## config.mk

```make
export PLATFORM = sky130hd
export DESIGN_NAME = ob_tbl_sched
export DESIGN_NICKNAME = d
export VERILOG_FILES = /design/src/rtl/ob_pkg.sv /design/src/rtl/ob_tbl_sched.sv
export SDC_FILE = /design/constraint.sdc
export NUM_CORES = 1
export LEC_CHECK = 0
export ABC_AREA = 1
export CAP_MARGIN = 5
export CORE_MARGIN = 2
export CORE_UTILIZATION = 36
export DETAILED_ROUTE_END_ITERATION = 10
export HOLD_SLACK_MARGIN = 0.06
export PLACE_DENSITY = 0.78
export SYNTH_ARGS = -nofsm -noshare
export SYNTH_HDL_FRONTEND = slang
export SYNTH_SLANG_ARGS = --single-unit
```

## constraint.sdc

```tcl
create_clock -name clk -period 2 [get_ports clk]
set_clock_uncertainty 0.15 [all_clocks]
set_input_delay 0.5 -clock clk [delete_from_list [all_inputs] [get_ports clk]]
set_output_delay 0.5 -clock clk [all_outputs]
set_load 0.05 [all_outputs]
```

## src/rtl/ob_pkg.sv

```systemverilog
// ob_pkg: shared order-book types used by the per-side table scheduler.
//   table_t         : one book entry {uid, price, qty}
//   sched_ing_op_t  : ingress command (insert / cancel)
//   sched_mch_op_t  : match-engine head operation (pop / push / replace)
//   sched_state_t   : scheduler FSM states
package ob_pkg;

  localparam int UID_W   = 8;
  localparam int PRICE_W = 16;
  localparam int QTY_W   = 16;
  localparam int TBL_W   = UID_W + PRICE_W + QTY_W;

  typedef logic [UID_W-1:0] uid_t;

  typedef struct packed {
    uid_t               uid;
    logic [PRICE_W-1:0] price;
    logic [QTY_W-1:0]   qty;
  } table_t;

  typedef enum logic {
    ING_INSERT = 1'b0,
    ING_CANCEL = 1'b1
  } sched_ing_op_t;

  typedef enum logic [1:0] {
    MCH_POP     = 2'd0,
    MCH_PUSH    = 2'd1,
    MCH_REPLACE = 2'd2
  } sched_mch_op_t;

  typedef enum logic [1:0] {
    S_IDLE   = 2'd0,
    S_REPL   = 2'd1,
    S_SETTLE = 2'd2
  } sched_state_t;

endpackage

```

## src/rtl/ob_tbl_sched.sv

```systemverilog
// ob_tbl_sched: per-side scheduler for one order-book table (bid or ask).
// Grants at most one table modification per cycle, arbitrating between the
// ingress path (insert/cancel) and the match engine (pop/push/replace of the
// head). Replace is sequenced as pop then push; cancel results come back on a
// registered valid/ready response port.
// Ports:
//   ing_*   : ingress request (vld/rdy, op, insert entry, cancel uid)
//   mch_*   : match-engine request (vld/rdy, op, entry for push/replace)
//   rsp_*   : cancel response (vld/rdy, hit, cancelled entry)
//   tbl_*   : strobes/payloads to the table, *_w status back from the table
//   busy    : FSM not idle or a response is pending
module ob_tbl_sched
  import ob_pkg::*;
#(
  parameter int AGE_MAX = 4
) (
  input  logic             clk,
  input  logic             rst_n,
  input  logic             ing_vld,
  output logic             ing_rdy,
  input  logic             ing_op,
  input  logic [TBL_W-1:0] ing_tbl,
  input  logic [UID_W-1:0] ing_uid,
  input  logic             mch_vld,
  output logic             mch_rdy,
  input  logic [1:0]       mch_op,
  input  logic [TBL_W-1:0] mch_tbl,
  output logic             rsp_vld,
  input  logic             rsp_rdy,
  output logic             rsp_hit,
  output logic [TBL_W-1:0] rsp_tbl,
  output logic             tbl_insert,
  output logic [TBL_W-1:0] tbl_insert_tbl,
  output logic             tbl_cancel,
  output logic [UID_W-1:0] tbl_cancel_uid,
  output logic             tbl_head_pop,
  output logic             tbl_head_push,
  output logic [TBL_W-1:0] tbl_head_push_tbl,
  input  logic             tbl_cancel_hit_w,
  input  logic [TBL_W-1:0] tbl_cancel_hit_tbl_w,
  input  logic             tbl_full_w,
  input  logic             tbl_empty_w,
  output logic             busy
);

  // AGE_MAX=0 still needs a 1-bit counter; it simply never leaves zero.
  localparam int AGE_W = (AGE_MAX > 0) ? $clog2(AGE_MAX + 1) : 1;
  localparam logic [AGE_W-1:0] AGE_LIM = AGE_W'(AGE_MAX);

  sched_state_t     state_q, state_d;
  logic [AGE_W-1:0] age_q, age_d;
  logic             full_q, empty_q;
  logic             rsp_vld_q, rsp_vld_d;
  logic             rsp_hit_q, rsp_hit_d;
  logic [TBL_W-1:0] rsp_tbl_q, rsp_tbl_d;
  logic [TBL_W-1:0] repl_tbl_q, repl_tbl_d;
  // Holds every grant low while in reset and for the first cycle after it.
  logic             run_q;

  sched_ing_op_t    ing_op_s;
  sched_mch_op_t    mch_op_s;
  logic             ing_ok, mch_ok, age_win;

  assign ing_op_s = sched_ing_op_t'(ing_op);
  assign mch_op_s = sched_mch_op_t'(mch_op);

  // Eligibility of each requester, independent of arbitration.
  always_comb begin
    ing_ok = 1'b0;
    mch_ok = 1'b0;
    if (ing_op_s == ING_INSERT) begin
      ing_ok = ing_vld & ~full_q;
    end else begin
      ing_ok = ing_vld & (~rsp_vld_q | rsp_rdy);
    end
    case (mch_op_s)
      MCH_POP:     mch_ok = mch_vld & ~empty_q;
      MCH_PUSH:    mch_ok = mch_vld & ~full_q;
      MCH_REPLACE: mch_ok = mch_vld & ~empty_q;
      default:     mch_ok = 1'b0;
    endcase
    age_win = (age_q == AGE_LIM);
  end

  // Arbitration, FSM next state, table strobes and response register update.
  always_comb begin
    state_d           = state_q;
    age_d             = age_q;
    rsp_vld_d         = rsp_vld_q;
    rsp_hit_d         = rsp_hit_q;
    rsp_tbl_d         = rsp_tbl_q;
    repl_tbl_d        = repl_tbl_q;
    ing_rdy           = 1'b0;
    mch_rdy           = 1'b0;
    tbl_insert        = 1'b0;
    tbl_insert_tbl    = '0;
    tbl_cancel        = 1'b0;
    tbl_cancel_uid    = '0;
    tbl_head_pop      = 1'b0;
    tbl_head_push     = 1'b0;
    tbl_head_push_tbl = '0;

    case (state_q)
      S_IDLE: begin
        // Match has priority unless a starved ingress has aged out.
        if (mch_ok && !(age_win && ing_ok)) begin
          mch_rdy = run_q;
        end else begin
          ing_rdy = ing_ok & run_q;
        end
      end
      S_REPL: begin
        // Second half of replace: atomic, nobody else touches the table.
        tbl_head_push     = 1'b1;
        tbl_head_push_tbl = repl_tbl_q;
        state_d           = S_SETTLE;
      end
      S_SETTLE: begin
        // Table head register is still updating; only ingress may go.
        ing_rdy = ing_ok & run_q;
        state_d = S_IDLE;
      end
      default: begin
        state_d = S_IDLE;
      end
    endcase

    if (mch_rdy) begin
      case (mch_op_s)
        MCH_POP: begin
          tbl_head_pop = 1'b1;
          state_d      = S_SETTLE;
        end
        MCH_PUSH: begin
          tbl_head_push     = 1'b1;
          tbl_head_push_tbl = mch_tbl;
          state_d           = S_SETTLE;
        end
        MCH_REPLACE: begin
          tbl_head_pop = 1'b1;
          repl_tbl_d   = mch_tbl;
          state_d      = S_REPL;
        end
        default: begin
          state_d = state_q;
        end
      endcase
    end else begin
      repl_tbl_d = repl_tbl_q;
    end

    // Drain first so a cancel firing in the same cycle can reload the slot.
    if (rsp_vld_q && rsp_rdy) begin
      rsp_vld_d = 1'b0;
    end else begin
      rsp_vld_d = rsp_vld_q;
    end

    if (ing_rdy) begin
      age_d = '0;
      if (ing_op_s == ING_INSERT) begin
        tbl_insert     = 1'b1;
        tbl_insert_tbl = ing_tbl;
      end else begin
        tbl_cancel     = 1'b1;
        tbl_cancel_uid = ing_uid;
        rsp_vld_d      = 1'b1;
        rsp_hit_d      = tbl_cancel_hit_w;
        rsp_tbl_d      = tbl_cancel_hit_w ? tbl_cancel_hit_tbl_w : '0;
      end
    end else if (ing_vld && (age_q != AGE_LIM)) begin
      age_d = age_q + AGE_W'(1);
    end else begin
      age_d = age_q;
    end
  end

  // State, age, table status and response registers.
  always_ff @(posedge clk or negedge rst_n) begin
    if (!rst_n) begin
      state_q    <= S_IDLE;
      age_q      <= '0;
      full_q     <= 1'b0;
      empty_q    <= 1'b1;
      rsp_vld_q  <= 1'b0;
      rsp_hit_q  <= 1'b0;
      rsp_tbl_q  <= '0;
      repl_tbl_q <= '0;
      run_q      <= 1'b0;
    end else begin
      state_q    <= state_d;
      age_q      <= age_d;
      full_q     <= tbl_full_w;
      empty_q    <= tbl_empty_w;
      rsp_vld_q  <= rsp_vld_d;
      rsp_hit_q  <= rsp_hit_d;
      rsp_tbl_q  <= rsp_tbl_d;
      repl_tbl_q <= repl_tbl_d;
      run_q      <= 1'b1;
    end
  end

  assign rsp_vld = rsp_vld_q;
  assign rsp_hit = rsp_hit_q;
  assign rsp_tbl = rsp_tbl_q;
  assign busy    = (state_q != S_IDLE) | rsp_vld_q;

endmodule

```

### Word-level counts from Yosys, hierarchy flattened

Index checks and enable logic that the tools add are counted.

* $add $sub $neg: 1
* multipliers: 0
* divide/modulo/power cells: 0
* $lt $le $gt $ge: 0
* eq/ne operators: 8
* shift operators: 0
* muxes and demuxes: 31
* bitwise gates (word level): 10
* reduce and logical (&&, ||, !) cells: 14

Operators with widths (count)
* 40-bit 2-to-1 mux: 6
* 1-bit 2-to-1 mux: 16
* 8-bit 2-to-1 mux: 2
* 2-bit case mux with 2 select lines: 2
* 3-bit 2-to-1 mux: 2
* 2-bit AND reduction: 3
* 1-bit AND: 5
* 2-bit by 1-bit equality test with 1-bit output, second input constant: 2
* 2-bit equality test, second input constant: 2
* 1-bit logical AND: 4
* 2-bit zero test: 2
* 1-bit case mux with 2 select lines: 2
* 2-bit nonzero test: 2
* 2-bit OR reduction: 2
* 3-bit by 1-bit adder with 3-bit output, second input constant: 1
* 3-bit equality test, second input constant: 1
* 3-bit by 2-bit != test with 1-bit output, second input constant: 1
* 3-bit != test, second input constant: 1
* 1-bit inverter: 3
* 2-bit 2-to-1 mux: 1
* 2-bit != test, second input constant: 1
* 1-bit OR: 2
* 1-bit zero test: 1

* register bits: 90
* latch bits: 0
* RAM bits: 0
* memory bits (read-only): 0
* bits of input ports: 139
* output and inout port bits: 137
* memories kept: 0

### Longest topological paths before layout

* depth after elaboration: 11
* depth in mapped cells: 10
* mapped depth without buffers: 9

### Worst setup path after synthesis

Ideal clock, no wire load.

* kind: in2out
* from: input port mch_op[1]
* to: output port tbl_head_push
* arrival: 2.363 ns
* required time: 1.350 ns
* setup slack: -1.013 ns
* stages on the path: 7
* path buffers: 2
* cell sequence: clkbuf_1 nand2_1 nand2_1 nor2_4 nand4_4 buf_2 o21ai_0

* word-level cells in the longest chain between the ends: 7

RTL lines
* start, declared: RTL line ob_tbl_sched.sv:26 `input logic [1:0] mch_op,`
* 2-bit equality test or 2-bit zero test (tied branches): RTL line ob_tbl_sched.sv:76 `case (mch_op_s)`
* 2-bit OR reduction (no source line)
* 1-bit case mux with 2 select lines: RTL line ob_tbl_sched.sv:76
* 1-bit logical AND: RTL line ob_tbl_sched.sv:106 `if (mch_ok && !(age_win && ing_ok)) begin`
* 1-bit 2-to-1 mux: RTL line ob_tbl_sched.sv:106
* 1-bit 2-to-1 mux: RTL line ob_tbl_sched.sv:103 `case (state_q)`
* 1-bit 2-to-1 mux (*): RTL line ob_tbl_sched.sv:128 `if (mch_rdy) begin`
* end, declared: RTL line ob_tbl_sched.sv:37 `output logic tbl_head_push,`

Mark *: on every way between the ends. The rest lies on a longest branch, timed or not.

### Final worst setup path

* from: register rsp_vld_q (netlist: rsp_vld)
* to: output port tbl_insert_tbl[0]

* word-level cells in the longest chain between the ends: 10

RTL lines
* start, declared: RTL line ob_tbl_sched.sv:53 `logic rsp_vld_q, rsp_vld_d;`
* start signal, assigned: RTL line ob_tbl_sched.sv:195 `rsp_vld_q <= rsp_vld_d;`
* 1-bit inverter (*): RTL line ob_tbl_sched.sv:74 `ing_ok = ing_vld & (~rsp_vld_q | rsp_rdy);`
* 1-bit OR (*): RTL line ob_tbl_sched.sv:74
* 1-bit AND (*): RTL line ob_tbl_sched.sv:74
* 1-bit 2-to-1 mux (*): RTL line ob_tbl_sched.sv:71 `if (ing_op_s == ING_INSERT) begin`
* 1-bit logical AND: RTL line ob_tbl_sched.sv:106
* 1-bit zero test: RTL line ob_tbl_sched.sv:106
* 1-bit logical AND: RTL line ob_tbl_sched.sv:106
* 1-bit 2-to-1 mux: RTL line ob_tbl_sched.sv:106
* 1-bit case mux with 2 select lines (*): RTL line ob_tbl_sched.sv:103
* 40-bit 2-to-1 mux (*): RTL line ob_tbl_sched.sv:159 `if (ing_rdy) begin`
* end, declared: RTL line ob_tbl_sched.sv:33 `output logic [TBL_W-1:0] tbl_insert_tbl,`

Marked as above.

==> flow_summary.ini <==
[status]
status = finished with violations
violations = negative setup slack

[route]
via_per_inst = 5.072
wl_per_cell_um = 17.97
drtPass1Iterations = 5
detail-route-antenna-nets = 0
drc = 0
num_vias = 6462
wirelength_um = 22900
drtIter0Drc = 367

[power_and_ir_drop]
p_clk_frac = 0.225
p_comb_frac = 0.433
p_sw_frac = 0.3851
leakagePower_nw = 5.498
p_sw_mw = 2.903
pwr-share-seq = 0.341
ir_drop_v = 0.0005492
power_density_nw_per_um2 = 676.2
internal_power_mw = 4.635

[sta]
period_minus_slack_ns = 2.659
setup_tns_ns = -58.63
max_slew.worst_pin.slew_ns = 0.6598
finalSetupViolations = 133
fin_crit_sh = 1.329
max_freq_mhz = 376.1
grt_setup_unrepaired = true
drv_slew = 0
hold_violations = 0
fin_ws_ns = -0.6589
relSlewSlack = 0.5601

[setup_path]
crit_chain = nand3b_1, buf_4, nand2_2, nor2_4, nand2_8, buf_12, buf_16, nor2_4, buf_8
cp-end-kind = primary output
worst-r2r-setup-slack_ns = -0.17
path_common_cell = nor2_4
required_ns = 1.35
path_class = flop to primary output
worstPathArrival_ns = 2.01
timing.rr.start = age_q[1]
critPathLaunchType = flop
crit_path_end = tbl_insert_tbl[0]
ff2ff_path_depth = 15
slowest_stage = dfrtp_2
critPathLaunch = rsp_vld
crit_fanout = 7
slowest_delay_ns = 0.40
r2r-end = repl_tbl_q[9]

[logic_synthesis]
netlist_instances = 782
syn_avg_cell_area_um2 = 6.798
syn_nets = 923
ys_warn_count = 0
synth.distinct_cells = 27
ys_seq_area_frac = 0.4239
ys_seq_elements = 90
mappedNetlistArea_um2 = 5316

[final_layout]
n_fill_cell = 912
regArea_um2 = 2255
multiInputGateArea_um2 = 3757
area_delta_synth_final_pct = 109.7
fin_nets = 1226
drive_above_1_share = 0.4114
final_util = 0.7700

[floorplan]
core-area_um2 = 14480
die_area_um2 = 15760
ioPinCount = 276
die_h_um = 125.5
fp.dieW_um = 125.5
rows = 44
start_util = 0.3672

[global_routing]
track_usage = 0.2590
grt_start_max_net_pins = 91
grt_pass1_vias = 6422
antenna_found_initial = 1
grt_pass1_wl_um = 33070
grt-ovfl-total = 0

[clock_network]
cts_tree = yes
cts.path.max_buffers = 2
cts_buffers = 9
clockRootBuffer = clkbuf_16
clk_latency_ns = 0.34
postCtsHoldBufs = 0
clock_sinks = 90
cts-htree-levels = 3
clk_pin_slew_worst_paths_ns = 0.07

[worst_hold_path]
hp-class = input pin to async pin

[placement]
dp_slack_ns = -0.9675
dpl.hpwl_um = 13350
gp_congestion = 0.7977
port_buffers = 275

[job]
drv_cap = 0
[how the worst min path moves through the flow]
stage / cells after the start / slack [ns] / from / end
final: 2 / 0.02 / rst_n / repl_tbl_q[2]
after global routing: 2 / 0.07 / rst_n / repl_tbl_q[2]
after CTS: 2 / 0.07 / rst_n / repl_tbl_q[7]
after detailed placement: 2 / 0.31 / rsp_tbl[39] / rsp_tbl[39]
after global placement: 2 / 0.31 / rsp_tbl[35] / rsp_tbl[35]
after floorplan: 0 / 0.05 / rst_n / age_q[0]
[metal layers]
| metal | up-vias | share of wire | global-route usage | wire, um |
|---|---|---|---|---|
| met4 | 0 | 0.033 | 0.1124 | 760 |
| met1 | 3138 | 0.38 | 0.3091 | 8781 |
| met2 | 260 | 0.53 | 0.4604 | 12240 |
| met3 | 57 | 0.049 | 0.04108 | 1115 |
| li1 | 3007 | - | - | - |
| met5 | - | 0 | 0 | 0 |
[sequential cells by signal, summed over array words and instances, names as in the netlist]
register    flops
rsp_hit         1
rsp_vld         1
age_q           3
full_q          1
rsp_tbl        40
empty_q         1
state_q         2
run_q           1
repl_tbl_q     40
[cells in the final DEF, fill, tap and decap left out, types with 2 or more instances in the layout]
master,n
nand3_4,4
nand3_1,12
o21bai_1,40
nand2_2,39
nand4_1,41
nand2_1,228
buf_6,52
a21oi_1,3
nand2_4,70
inv_2,6
buf_12,60
buf_8,19
inv_4,2
nand2_8,7
clkinv_2,2
buf_4,69
nor2_4,55
dfrtp_1,88
nor2_1,4
buf_16,5
nand3_2,27
clkdlybuf4s50_1,131
dlygate4sd2_1,3
clkbuf_1,2
inv_1,85
clkbuf_16,16
buf_2,2
[through the flow]
step | cells | hold slack, ns | area [um2] | total power, mW
finish | 1274 | 0.01545 | 11150 | 7.538
global route | 1274 | 0.07184 | 11150 | 7.896
CTS | 1257 | 0.06525 | 10470 | 7.312
detailed placement | 1224 | 0.3094 | 9443 | 5.429
global placement | 1224 | 0.3070 | 9443 | 5.357
floorplan | 782 | 0.05441 | 6252 | 4.299
[power by group through the flow]
stage / Combinational, mW / Clock, mW / Sequential, mW
floorplan: 1.24 / 0 / 3.06
global placement: 2.81 / 0 / 2.54
detailed placement: 2.87 / 0 / 2.56
CTS: 3.04 / 1.73 / 2.54
global route: 3.48 / 1.79 / 2.63
finish: 3.27 / 1.70 / 2.57
[worst max-delay path, delay by kind of cell, from the launching register on]
family	cells	cell delay, ns
and+or+nand+nor	5	0.65
buffers and inverters	4	0.60
DFF	1	0.40
[synthesized netlist by cell type (all sizes together)]
| master | instances | area, um2 |
|---|---|---|
| nand2 | 344 | 1291 |
| nand4 | 42 | 277.8 |
| dfrtp | 89 | 2227 |
| conb | 1 | 3.750 |
| buf | 31 | 168.9 |
| nand3 | 43 | 237.7 |
| nor3 | 1 | 10.01 |
| or2 | 1 | 6.260 |
| nor2 | 60 | 250.2 |
| a21oi | 4 | 23.77 |
| inv | 94 | 352.8 |
| clkbuf | 26 | 97.59 |
| dfstp | 1 | 26.28 |
| nand3b | 1 | 7.510 |
| o21ai | 2 | 10.00 |
| ha | 2 | 25.02 |
| o21bai | 40 | 300.3 |
[cell type report]
class,count,share of cell area
diodes,1,0.0002245
well taps,184,0.02065
flip-flops and latches,90,0.2022
clock inverters,3,0.003591
inverters,94,0.03244
repair buffers,349,0.3817
clock buffers,12,0.02211
multi-input cells,541,0.3370
[logic make-up after synthesis]
kind of cell	count (synthesis)	share of synthesized area
flip-flops	90	0.4239
AND/OR/NAND/NOR	492	0.3914
AO/OA/AOI/OAI	46	0.06284
adder cells (fa/ha/maj)	2	0.004706
buffers and inverters	151	0.1165
other	1	0.0007054
[what timing repair did]
| action | 4_1_cts | 5_1_grt |
|---|---|---|
| hold endpoints to repair | 0 | 0 |
| pin swaps | 13 | 46 |
| setup buffers | 13 | 9 |
| cloned | 6 | 12 |
| gates resized for setup | 146 | 123 |
| endpoints found under the setup margin | 180 | 177 |
No activity file was read; power rests on OpenSTA's default activity.
